$ cat src/rtl/styler_scan_sequencer.sv
// Scan sequencer for the text styler: walks row/scanline/col, fetches each cell's
// glyph row and attributes, and hands them to the styler datapath over valid/ready.
module styler_scan_sequencer #(
    parameter int COLS  = 80,
    parameter int ROWS  = 25,
    parameter int LINES = 16
) (
    input  logic        clk,
    input  logic        rst,
    input  logic        frame_start,
    output logic        fetch_req,
    output logic [5:0]  fetch_row,
    output logic [6:0]  fetch_col,
    input  logic        fetch_ack,
    input  logic [15:0] fetch_bitmap,
    input  logic [24:0] fetch_attr,
    input  logic [5:0]  cursor_row,
    input  logic [6:0]  cursor_col,
    output logic        out_valid,
    input  logic        out_ready,
    output logic [3:0]  out_scanline,
    output logic [15:0] out_bitmap,
    output logic [24:0] out_attr,
    output logic        out_cursor,
    output logic        faint_phase,
    output logic        blink_phase,
    output logic        cursor_phase,
    output logic        busy,
    output logic        frame_done
);

    typedef enum logic [1:0] {IDLE, FETCH, EMIT, ADVANCE} state_t;

    state_t      state_q, state_d;
    logic [5:0]  row_q, row_d;
    logic [3:0]  line_q, line_d;
    logic [6:0]  col_q, col_d;
    logic [5:0]  cur_row_q, cur_row_d;
    logic [6:0]  cur_col_q, cur_col_d;
    logic [15:0] bitmap_q, bitmap_d;
    logic [24:0] attr_q, attr_d;
    logic [5:0]  frame_cnt_q, frame_cnt_d;
    logic        done_q, done_d;
    logic        last_col, last_line, last_row;

    assign last_col  = (col_q  == 7'(COLS - 1));
    assign last_line = (line_q == 4'(LINES - 1));
    assign last_row  = (row_q  == 6'(ROWS - 1));

    always_comb begin
        state_d     = state_q;
        row_d       = row_q;
        line_d      = line_q;
        col_d       = col_q;
        cur_row_d   = cur_row_q;
        cur_col_d   = cur_col_q;
        bitmap_d    = bitmap_q;
        attr_d      = attr_q;
        frame_cnt_d = frame_cnt_q;
        done_d      = 1'b0;
        case (state_q)
            IDLE: begin
                if (frame_start) begin
                    row_d     = '0;
                    line_d    = '0;
                    col_d     = '0;
                    cur_row_d = cursor_row;
                    cur_col_d = cursor_col;
                    state_d   = FETCH;
                end
            end
            FETCH: begin
                if (fetch_ack) begin
                    bitmap_d = fetch_bitmap;
                    attr_d   = fetch_attr;
                    state_d  = EMIT;
                end
            end
            EMIT: begin
                if (out_ready) begin
                    state_d = ADVANCE;
                end
            end
            ADVANCE: begin
                // Final cell of the frame: counters stay put, the frame is closed out.
                if (last_col && last_line && last_row) begin
                    done_d      = 1'b1;
                    frame_cnt_d = frame_cnt_q + 6'd1;
                    state_d     = IDLE;
                end else begin
                    state_d = FETCH;
                    if (!last_col) begin
                        col_d = col_q + 7'd1;
                    end else begin
                        col_d = '0;
                        if (!last_line) begin
                            line_d = line_q + 4'd1;
                        end else begin
                            line_d = '0;
                            row_d  = row_q + 6'd1;
                        end
                    end
                end
            end
            default: state_d = IDLE;
        endcase
    end

    always_ff @(posedge clk) begin
        if (rst) begin
            state_q     <= IDLE;
            row_q       <= '0;
            line_q      <= '0;
            col_q       <= '0;
            cur_row_q   <= '0;
            cur_col_q   <= '0;
            bitmap_q    <= '0;
            attr_q      <= '0;
            frame_cnt_q <= '0;
            done_q      <= 1'b0;
        end else begin
            state_q     <= state_d;
            row_q       <= row_d;
            line_q      <= line_d;
            col_q       <= col_d;
            cur_row_q   <= cur_row_d;
            cur_col_q   <= cur_col_d;
            bitmap_q    <= bitmap_d;
            attr_q      <= attr_d;
            frame_cnt_q <= frame_cnt_d;
            done_q      <= done_d;
        end
    end

    assign busy         = (state_q != IDLE);
    assign fetch_req    = (state_q == FETCH);
    assign out_valid    = (state_q == EMIT);
    assign fetch_row    = row_q;
    assign fetch_col    = col_q;
    assign out_scanline = line_q;
    assign out_bitmap   = bitmap_q;
    assign out_attr     = attr_q;
    // Gated by EMIT so the cleared counters and cursor latch never flag a cursor out of reset.
    assign out_cursor   = (state_q == EMIT) && (row_q == cur_row_q) && (col_q == cur_col_q);
    assign frame_done   = done_q;
    assign faint_phase  = frame_cnt_q[0];
    assign cursor_phase = frame_cnt_q[4];
    assign blink_phase  = frame_cnt_q[5];

endmodule

$ cat config.mk
export PLATFORM = sky130hd
export DESIGN_NAME = styler_scan_sequencer
export DESIGN_NICKNAME = d
export VERILOG_FILES = /design/src/rtl/styler_scan_sequencer.sv
export SDC_FILE = /design/constraint.sdc
export NUM_CORES = 1
export LEC_CHECK = 0
export BUFFER_PORTS_ARGS = -buffer_cell sky130_fd_sc_hd__buf_2
export CAP_MARGIN = 25
export CORE_MARGIN = 10
export CORE_UTILIZATION = 50
export CTS_CLUSTER_DIAMETER = 30
export DETAILED_ROUTE_END_ITERATION = 8
export PLACE_DENSITY = 0.86
export SYNTH_ARGS = -nofsm -noshare
export SYNTH_HDL_FRONTEND = slang
export SYNTH_SLANG_ARGS = --single-unit
$ cat constraint.sdc
create_clock -name clk -period 4.27 [get_ports clk]
set_clock_uncertainty 0.1 [all_clocks]
set_input_delay 0.427 -clock clk [delete_from_list [all_inputs] [get_ports clk]]
set_output_delay 0.427 -clock clk [all_outputs]
set_load 0.02 [all_outputs]
Word-level counts from Yosys, hierarchy flattened:

Cells that the tools add are included.

* add/sub/neg operators: 4
* equal/unequal tests: 14
* multiply operators: 0
* muxes and demuxes: 20
* div/mod/pow operators: 0
* reduce and logical (&&, ||, !) cells: 15
* bitwise operators: 1
* magnitude comparators: 0
* shifts and indexed selects: 0

Operator list (number)
* 2-to-1 mux 6 bit: 4
* 2-to-1 mux 7 bit: 3
* 2-to-1 mux 4 bit: 4
* case mux 7 bit (2 select lines): 1
* adder 6 x 1 -> 6 bit (second input constant): 2
* case mux 6 bit (2 select lines): 1
* inequality test 2 bit (second input constant): 4
* case mux 2 bit (4 select lines): 1
* case mux 4 bit (2 select lines): 1
* adder 7 x 1 -> 7 bit (second input constant): 1
* == test 7 bit: 1
* == test 7 bit (second input constant): 1
* == test 6 x 5 -> 1 bit (second input constant): 1
* == test 6 bit: 1
* 2-to-1 mux 2 bit: 3
* AND reduction 2 bit: 3
* AND reduction 3 bit: 2
* AND reduction 5 bit: 1
* adder 4 x 1 -> 4 bit (second input constant): 1
* == test 2 bit (second input constant): 2
* == test 4 bit (second input constant): 1
* logical AND 1 bit: 4
* inequality test 2 x 1 -> 1 bit (second input constant): 2
* AND reduction 4 bit: 1
* other kinds (6): 8

* register bits after elaboration: 80
* memories kept: 0
* latch bits: 0
* word-level logic and storage cells: 64
* bits in read-only memories: 0
* input bits: 59
* RAM bits: 0

Depth between registers and ports, before layout:

Gate-level depths: netlist of the first run.

* word-level depth: 5
* gate-level depth with buffers: 7

Worst setup path before layout of the first run:

No wires, ideal clock.

* kind: reg-to-reg
* start point: reg col_q[0], in the netlist fetch_col[0]
* end point: reg frame_cnt_q[4]
* clock period less this slack: 2.231 ns
* path slack: 2.039 ns
* arrival time: 2.061 ns
* buffers on the path: 1
* data required time: 4.100 ns
* cell stages (with the launch flop): 7
* cell sequence: dfxtp_1 -> ha_1 -> nand2_1 -> or4_1 -> buf_2 -> or3_1 -> a21oi_1

* longest elaborated chain between the ends: 4

Ends and longest elaborated chain
* start, declared: RTL line 37 `logic [6:0] col_q, col_d;`
* start signal, assigned: RTL line 125 `col_q <= col_d;`
* == test 7 bit: RTL line 46 `assign last_col = (col_q == 7'(COLS - 1));`
* logical AND 1 bit (2 in a row): RTL line 86 `if (last_col && last_line && last_row) begin`
* AND reduction 2 bit (no source line)
* end signal, assigned: RTL line 130 `frame_cnt_q <= frame_cnt_d;`
* end, declared: RTL line 42 `logic [5:0] frame_cnt_q, frame_cnt_d;`

No other way between the ends.
A chain may end at the register's enable or synchronous reset.

Worst setup path in the final report of the first run:

* start point: reg state_q[1]
* end point: reg row_q[5], in the netlist fetch_row[5]

* longest elaborated chain between the ends: 3
* elaborated cells between the ends (all ways): 9
* classes of those cells: eq/ne: 5; mux: 1; reduce/logical: 3

Ends and longest elaborated chain
* start, declared: RTL line 34 `state_t state_q, state_d;`
* start signal, assigned: RTL line 122 `state_q <= state_d;`
* == test 2 bit / zero test 2 bit (equally long branches): RTL line 61 `case (state_q)`
* inequality test 2 bit (no source line) / nonzero test 2 bit (equally long branches)
* AND reduction 5 bit (no source line)
* end signal, assigned: RTL line 123 `row_q <= row_d;`
* end, declared: RTL line 35 `logic [5:0] row_q, row_d;`

Several ways; a longest one is shown, not always the timed one.

==> results.json, run 1 <==
{
  "path_max_fanout": 25,
  "min_period_ps": 2420,
  "path_clk_slew_ps": 90,
  "drc": 0,
  "reg2reg_from": "state_q[1]",
  "power_leakage_nw": 1.93,
  "syn_nets": 520,
  "area_growth_pct": 24.4,
  "clockBufferDepth": 2,
  "synth_top_area_share_pct": 44.3,
  "hp-start": "fetch_attr[9]",
  "synth-main-ff-cell": "dfxtp_1",
  "synth_warnings": 0,
  "yosysMostFrequentCell": "nand2_1",
  "chipHeight_um": 105,
  "nets": 632,
  "core-area_um2": 6910,
  "fillers": 614,
  "clock.fmax_mhz": 413,
  "dr.pass1.iters": 5,
  "rsz0062_at_grt": "false",
  "worst_r2r_endpoint": "fetch_row[5]",
  "synth_top_cell_by_area": "dfxtp_1",
  "htreeDepth": 3,
  "cts.sinks": 80,
  "period_share_pct": 56.7,
  "start_kind": "register",
  "grt_pass1_vias": 3501,
  "clk_latency_ps": 350,
  "yosys-top-cells-count": "119 x nand2_1, 80 x dfxtp_1, 69 x a21oi_1",
  "drv_slew": 0,
  "hold_buffers": 0,
  "rows": 30,
  "synth-edff-count": 0,
  "critPathLaunch": "state_q[1]",
  "syn_inst": 451,
  "hold-path-endpoint": "out_attr[9]",
  "setup_viol": 0,
  "synth.cell_area_um2": 3620,
  "die_area_um2": 11000,
  "die_x_um": 105,
  "r2r_setup_slack_ps": 1850,
  "port_buffers": 124,
  "initial_core_util_pct": 52.4,
  "seq_area_um2": 1600,
  "cts_setup_buffers": 0,
  "root_buffer": "clkbuf_8",
  "ys_top_cells_by_area": "dfxtp_1 44%, nand2_1 12%, a21oi_1 9.5%",
  "powerDensity_nw_per_um2": 476,
  "drt_iter0_drc": 254,
  "dp_hpwl_um": 8020,
  "cts_resized": 0,
  "grt_pass1_wl_um": 17400,
  "cpLargestDelayFamily": "compound AO/OA/AOI/OAI gates",
  "crit_type": "reg -> reg",
  "crit_path_end_kind": "register",
  "grtUsageTotal_pct": 18.8,
  "avgRoutedWirePerCell_um": 16.2,
  "drive_gt1_share_pct": 26.2,
  "ys_types": 46,
  "async_flop_share_pct": 0,
  "cts_made_buffers": 9,
  "cap_violations": 0,
  "worst_hold_path.num_cells": 3,
  "grt_max_degree": 52,
  "yosysSeqAreaShare_pct": 44.3,
  "outcome": "finished clean",
  "cts_tree": "done",
  "avgSynthCellArea_um2": 8.02,
  "hold_path.class": "in -> reg",
  "viasPerCell": 5.41,
  "critPathMaxStageDelay_ps": 480,
  "vias": 3595,
  "synth-seq-cells": 80,
  "grt_antenna_before_repair": 0,
  "worstPathArrival_ps": 2560,
  "required_ps": 4410,
  "fin_tns_setup_ps": 0,
  "final_area_um2": 4500,
  "vdd_drop_max_uv": 282,
  "relSlewSlack_pct": 36.1,
  "gp_congestion": 0.887,
  "tightestPinTransition_ps": 956,
  "placed_cell_area_um2": 4280,
  "wirelength_um": 10800,
  "cp_slowest_cell": "nor4_2",
  "overflow": 0,
  "path_cells": "ha_1, buf_4, mux2i_1, nor4_2, a211oi_1, a221o_1",
  "ant_nets": 0,
  "diodes": 0,
  "hold_viol": 0,
  "multi_input_area_um2": 1870,
  "worst-r2r-cell-count": 6,
  "io_pins": 125,
  "worst-path-buf-inv": 1
}
==> state kept, by name (all words and copies together), names as in the netlist <==
register      flops
cur_col_q         7
frame_cnt_q       6
out_attr         25
state_q           2
frame_done        1
fetch_row         6
out_bitmap       16
cur_row_q         6
out_scanline      4
fetch_col         7
==> cell type report <==
class	count	share of cell area, %
multi-input combinational	333	41.5
inverter	11	0.918
tap	96	2.67
clock inverter	6	2.03
sequential	80	35.6
timing repair buffer	128	14.5
clock buffer	10	2.84
==> worst min-delay path: cells and delay by family <==
family,cells,cell delay (ps)
AOI/OAI and AO/OA,1,50
buffers and inverters,1,90
and+or+nand+nor,1,40
==> through the flow <==
stage                     total power [mW]  cells  worst slack (ps)  hold slack (ps)  utilization, %
after global placement                1.51    648              2030              339            62.0
final                                 2.14    664              1850              198            65.1
after detailed placement              1.53    648              1890              343            62.0
after floorplan                       1.33    451              2040              348               -
after global routing                  2.26    664              1650              193            65.1
after CTS                             2.15    664              1880              190            65.1
==> metal layers <==
metal | GRT usage [%] | part of all wire [%] | up-vias | wire [um]
met5 | 0 | 0 | - | 0
li1 | - | - | 1776 | -
met2 | 31.6 | 50 | 138 | 5390
met4 | 9.31 | 2.8 | 0 | 300
met1 | 21.8 | 40 | 1656 | 4280
met3 | 4.55 | 7.2 | 25 | 779
==> worst max path at each step <==
| stage | slack [ps] | depth (start not counted) | to |
|---|---|---|---|
| floorplan | 2040 | 6 | frame_cnt_q[4] |
| global placement | 2030 | 6 | fetch_row[5] |
| detailed placement | 1890 | 6 | fetch_row[5] |
| CTS | 1880 | 6 | fetch_row[5] |
| global route | 1650 | 6 | fetch_row[5] |
| finish | 1850 | 6 | fetch_row[5] |
==> logic make-up after synthesis <==
family	share of synthesized area [%]
AOI/OAI and AO/OA	15.8
xor gates and xnor gates	3.63
adders and majority gates	3.46
buffers and inverters	4.15
DFF	44.3
muxes	2.35
and+or+nand+nor	26.3
==> power breakdown <==
part / total, mW / leakage [nW] / internal, mW / switching (mW)
sequential: 0.890 / 0.649 / 0.832 / 0.0582
clock: 0.622 / 0.111 / 0.334 / 0.288
combinational: 0.631 / 1.17 / 0.213 / 0.418
==> placed cells by master (no fill, tap or decap), types with 2 or more instances in the layout <==
| cell type | count |
|---|---|
| buf_4 | 4 |
| mux2_1 | 2 |
| xnor2_1 | 10 |
| clkbuf_8 | 9 |
| nor3_1 | 6 |
| inv_1 | 11 |
| mux2_2 | 2 |
| buf_2 | 124 |
| nor4_1 | 5 |
| a21oi_1 | 69 |
| bufinv_16 | 2 |
| a211o_1 | 5 |
| nand4b_1 | 4 |
| or3_1 | 6 |
| xor2_1 | 5 |
| nand3_1 | 11 |
| and3_1 | 2 |
| nor4b_1 | 2 |
| nor2b_1 | 6 |
| inv_6 | 2 |
| o32ai_1 | 2 |
| nand2_1 | 119 |
| mux2i_1 | 4 |
| o21ai_0 | 6 |
| nand2b_1 | 3 |
| ha_1 | 10 |
| dfxtp_1 | 80 |
| nand4_1 | 11 |
| o21ai_1 | 6 |
| a211oi_1 | 3 |
| or4_1 | 2 |
| and2_1 | 4 |
| nor2_1 | 13 |
| nor4_2 | 2 |
(Power assumes the default switching activity.)
==> inputs of run 2 (changes only) <==
ABC_AREA = 1   (was default)
CORE_UTILIZATION = 45   (was 50)
PLACE_DENSITY = 0.82   (was 0.86)
clock period = 2.2 ns   (was 4.27 ns; I/O delays follow)
==> run 2 against run 1 <==
  * Global-route usage down 1.3 points
  * Clock power up 120%
  * Worst hold slack worse by 180 ps
  * Synthesized cell count up 11%
  * Die area up 8.8%
  * Worst setup slack worse by 1800 ps
  * Total power rose to 2.6 times the previous value
  * Clock-buffer cell count unchanged
  * Synthesized area down 0.17%
  * Critical endpoint is now out_cursor
  * Non-clock buffer count up 7
  * Sequential power up 120%
==> results.json, run 2 <==
{
  "synth_top_cell_by_area": "dfxtp_1",
  "synth.cell_area_um2": 3610,
  "layout_commonest_cell": "nor2_1",
  "die_x_um": 110,
  "cts_setup_buffers": 0,
  "viasPerCell": 5.02,
  "vias": 3691,
  "ys_top_cells_by_area": "dfxtp_1 44%, nor2_1 14%, o21ai_0 9.6%",
  "synth_warnings": 0,
  "rows": 32,
  "cpLargestDelayFamily": "flip-flops",
  "outcome": "finished clean",
  "rsz0062_at_grt": "false",
  "cts_made_buffers": 9,
  "relSlewSlack_pct": 72.7,
  "root_buffer": "clkbuf_8",
  "grtUsageTotal_pct": 17.5,
  "io_pins": 125,
  "avgSynthCellArea_um2": 7.19,
  "start_kind": "register",
  "worstPathArrival_ps": 1810,
  "overflow": 0,
  "clock.fmax_mhz": 470,
  "cts_tree": "done",
  "path_max_fanout": 8,
  "min_period_ps": 2130,
  "grt_pass1_vias": 3607,
  "drt_iter0_drc": 167,
  "grt_antenna_before_repair": 2,
  "yosys-top-cells-count": "138 x nor2_1, 80 x dfxtp_1, 74 x nand2_1",
  "ys_types": 32,
  "port_buffers": 124,
  "drc": 0,
  "dr.pass1.iters": 4,
  "final_area_um2": 4620,
  "syn_nets": 571,
  "period_share_pct": 96.8,
  "final_cell_mix": "138 x nor2_1, 123 x buf_2, 76 x dfxtp_1, 74 x nand2_1, 69 x o21ai_0",
  "nets": 696,
  "hold_path.class": "in -> reg",
  "path_clk_slew_ps": 90,
  "crit_type": "reg -> out",
  "largest_reg_flops": 25,
  "required_ps": 1880,
  "path_cells": "inv_1, a22o_1, nor4_1, nand2_1, nor2_1, buf_4",
  "cp_slowest_cell": "dfxtp_1",
  "worst-path-buf-inv": 2,
  "critPathMaxStageDelay_ps": 500,
  "dp_hpwl_um": 7940,
  "clk_latency_ps": 350,
  "core-area_um2": 7770,
  "dp_slack_ps": 254,
  "syn_inst": 502,
  "synth-edff-count": 0,
  "setup_ws_ps": 71.3,
  "avgRoutedWirePerCell_um": 14.3,
  "powerDensity_nw_per_um2": 1200,
  "vdd_drop_max_uv": 626,
  "synth_top_area_share_pct": 44.4,
  "wirelength_um": 10500,
  "synth-seq-cells": 80,
  "clockBufferDepth": 2,
  "htreeDepth": 3,
  "synth-main-ff-cell": "dfxtp_1",
  "placed_cell_area_um2": 4330,
  "fin_cells": 735,
  "die_area_um2": 12000,
  "placed_cells": 715,
  "cts.sinks": 80,
  "area_growth_pct": 27.9,
  "hold_viol": 0,
  "gp_congestion": 0.839,
  "fin_tns_setup_ps": 0,
  "chipHeight_um": 110,
  "finalPower_mw": 5.53,
  "crit_path_end_kind": "primary output",
  "tightestPinTransition_ps": 410,
  "yosysSeqAreaShare_pct": 44.4,
  "fin_util_pct": 59.5,
  "initial_core_util_pct": 46.5,
  "ant_nets": 0,
  "hold_slack_ps": 14.1,
  "grt_max_degree": 42,
  "setup_viol": 0,
  "power_leakage_nw": 2.21,
  "yosysMostFrequentCell": "nor2_1",
  "cap_violations": 0,
  "grt_pass1_wl_um": 16800,
  "drive_gt1_share_pct": 26.6,
  "async_flop_share_pct": 0,
  "drv_slew": 0
}
run 2: cell types whose count changed after synthesis, moves of 6 or more:
cell,delta
a21oi_1,-50
inv_1,+23
nand2_1,-45
nor2_1,+125
nor2b_1,-6
o21ai_0,+63
o21ai_1,-6
or3_1,-6
xnor2_1,-7
run 2: cell families (layout without fill, tap and decap cells):
group,Yosys count,after routing,synth area share (%)
AND/OR/NAND/NOR,253,253,30.4
AO/OA/AOI/OAI,94,94,13.7
flip-flops,80,80,44.4
buffers and inverters,58,188,6.41
adder cells (fa/ha/maj),10,10,3.47
XOR/XNOR,7,7,1.70
other,0,1,0
run 2: metal layers:
metal	up-vias	track usage (%)	part of all wire (%)
met1	1656	19.2	39
met3	19	9.13	13
met5	-	0	0.12
met2	151	28.2	46
li1	1863	-	-
met4	2	6.60	1.5
run 2: worst reg2reg max path: cells and delay by family (launching register included):
family / cells / cell delay (ps)
adder cells (fa/ha/maj): 1 / 210
AO/OA/AOI/OAI: 2 / 480
buffers and inverters: 3 / 390
flip-flops: 1 / 380
AND/OR/NAND/NOR: 3 / 310
run 2: final timing paths:
check                 start             to  slack (ps)  cells after the start
min          fetch_attr[21]   out_attr[21]          10                      3
max reg2reg      state_q[1]   fetch_col[3]         260                      9
min reg2reg   out_bitmap[7]  out_bitmap[7]         380                      2
max            fetch_row[3]     out_cursor          70                      6
run 2: cell type report:
type | instances | area, um^2
Clock inverter | 6 | 115
Multi-Input combinational cell | 364 | 1780
Tap cell | 102 | 128
Sequential cell | 80 | 1610
Timing Repair Buffer | 135 | 713
Clock buffer | 10 | 138
Antenna cell | 1 | 2.50
Fill cell | 720 | 3150
Inverter | 37 | 139
run 2: repair_timing:
action,in CTS,in global routing
hold buffers,3,0
endpoints found under the hold margin,3,0
gates resized for setup,0,6
setup endpoints to repair,0,1
run 2: report_power, final:
group          leakage, nW  switching, mW  internal, mW
Combinational         1.43           1.42         0.748
Clock                0.123          0.560         0.791
Sequential           0.656          0.236          1.77
Total                 2.21           2.22          3.31
==> inputs of run 3 (changes only) <==
--- a/config.mk
+++ b/config.mk
@@ -8,2 +8,3 @@
 export ABC_AREA = 1
+export ABC_CLOCK_PERIOD_IN_PS = 2200
 export BUFFER_PORTS_ARGS = -buffer_cell sky130_fd_sc_hd__buf_2
--- a/constraint.sdc
+++ b/constraint.sdc
@@ -4,2 +4,2 @@
 set_output_delay 0.22 -clock clk [all_outputs]
-set_load 0.02 [all_outputs]
+set_load 0.1 [all_outputs]
==> run 3 against run 2 <==
  * Sequential cell count stayed put
  * Die area stayed put
  * Combinational power is 72% higher
  * Cell area is 1.2% lower
  * Sequential share of layout area is 0.74 points higher
  * Cell count is 0.95% lower
  * Non-clock buffer count is 6 lower
  * Via count is 2.1% lower
  * First-iteration DRC count is 17% lower
  * Register-to-register slack hardly changed
  * Maximum frequency is 5.0% higher
==> results.json, run 3 (same netlist as run 2, synthesis figures left out) <==
{
  "viasPerCell": 4.96,
  "crit_top_cell": "nand2_1",
  "diodes": 0,
  "vdd_drop_max_uv": 717,
  "required_ps": 1880,
  "rsz0062_at_grt": "false",
  "gp_congestion": 0.928,
  "cp_slowest_cell": "dfxtp_2",
  "setup_viol": 0,
  "critPathMaxStageDelay_ps": 350,
  "outcome": "finished clean",
  "dr.pass1.iters": 4,
  "dp_hpwl_um": 7590,
  "rows": 32,
  "dr_wl_met2_um": 4590,
  "path_cells": "inv_2, ha_2, inv_1, a21oi_1, nand2_1, nor3_2, nand2_1, nor2_4, buf_12",
  "path_max_fanout": 5,
  "drv_slew": 0,
  "avgRoutedWirePerCell_um": 13.6,
  "grt_pass1_vias": 3496,
  "drc": 0,
  "cts_made_buffers": 9,
  "grt_antenna_before_repair": 1,
  "vias": 3612,
  "grt_pass1_wl_um": 16200,
  "layout_commonest_cell": "nor2_1",
  "drt_iter0_drc": 139,
  "hold_slack_ps": 22.8,
  "drive_gt1_share_pct": 29.1,
  "cts_tree": "done",
  "overflow": 0,
  "tightestPinTransition_ps": 513,
  "powerDensity_nw_per_um2": 1490,
  "largest_reg_flops": 25,
  "cap_violations": 0,
  "wirelength_um": 9910,
  "chipHeight_um": 110,
  "power_leakage_nw": 2.15,
  "core-area_um2": 7770,
  "area_growth_pct": 26.4,
  "period_share_pct": 92.2,
  "grtUsageTotal_pct": 16.6,
  "relSlewSlack_pct": 66.0,
  "initial_core_util_pct": 46.5,
  "setup_ws_ps": 172,
  "wl_met3_um": 1180,
  "dp_slack_ps": 256,
  "hold_path.class": "in -> reg",
  "die_x_um": 110,
  "final_cell_mix": "137 x nor2_1, 123 x buf_2, 74 x nand2_1, 69 x o21ai_0, 64 x dfxtp_1",
  "htreeDepth": 3,
  "routed.top_layer": "met4",
  "port_buffers": 124,
  "hold_viol": 0,
  "crit_path_end_kind": "primary output",
  "crit_type": "reg -> out",
  "min_period_ps": 2030,
  "clockBufferDepth": 2,
  "io_pins": 125,
  "finalPower_mw": 6.80,
  "path_clk_slew_ps": 80,
  "nets": 690,
  "clock.fmax_mhz": 493,
  "die_area_um2": 12000,
  "root_buffer": "clkbuf_8",
  "worstPathArrival_ps": 1710,
  "drt-met1-wl_um": 4020,
  "clk_latency_ps": 340,
  "start_kind": "register",
  "grt_max_degree": 58,
  "ant_nets": 0,
  "cts.sinks": 80
}
==> run 3: cell types whose count changed in the layout (fill, tap and decap cells not counted), sizes merged <==
cell         change
bufinv           -3
dlygate4sd3      -3
diode            -1
clkbuf           +2
inv              -2
clkinvlp         +3
buf              -3
==> run 3: path summary, 6_finish.rpt <==
kind / start / endpoint / slack (ps) / cells after the start
worst max register to register: state_q[1] / fetch_col[6] / 260 / 10
worst max-delay path: state_q[0] / out_cursor / 170 / 9
worst min register to register: out_bitmap[12] / out_bitmap[12] / 380 / 2
worst min-delay path: cursor_row[3] / cur_row_q[3] / 20 / 3
==> run 3: per-stage QoR <==
stage / TNS, ps / area (um^2) / std cells / utilization (%)
final: 0 / 4570 / 728 / 58.8
after global routing: 0 / 4570 / 728 / 58.8
after CTS: 0 / 4560 / 728 / 58.7
after detailed placement: 0 / 4370 / 712 / 56.2
after global placement: 0 / 4370 / 712 / 56.2
after floorplan: -65.3 / 3650 / 502 / -
==> run 3: final cells by class <==
| cell class | count | area (um^2) |
|---|---|---|
| Clock buffer | 12 | 165 |
| Clock inverter | 4 | 27.5 |
| Fill cell | 735 | 3200 |
| Inverter | 37 | 143 |
| Multi-Input combinational cell | 364 | 1800 |
| Sequential cell | 80 | 1620 |
| Tap cell | 102 | 128 |
| Timing Repair Buffer | 129 | 686 |
==> run 3: what timing repair did <==
item / CTS / global route
resized for setup: 0 / 3
buffers inserted: 0 / 0
endpoints found under the setup margin: 0 / 1
hold buffers: 0 / 0
==> run 3: layer usage <==
metal,GRT usage (%),vias to the layer above
met5,0,-
met4,5.76,0
met3,7.96,9
met2,27.3,113
met1,18.5,1636
li1,-,1854
==> run 3: power by group <==
| group | switching [mW] | internal (mW) | total, mW | leakage (nW) |
|---|---|---|---|---|
| sequential | 0.249 | 1.78 | 2.03 | 0.660 |
| clock | 0.539 | 0.501 | 1.04 | 0.0906 |
| combinational | 2.99 | 0.745 | 3.73 | 1.40 |
==> run 3: critical path, delay by kind of cell, from the launching register on <==
family / cells / cell delay [ps]
compound gates: 1 / 110
fa+ha+maj: 1 / 170
buf+inv: 3 / 320
flops: 1 / 350
simple gates: 4 / 410
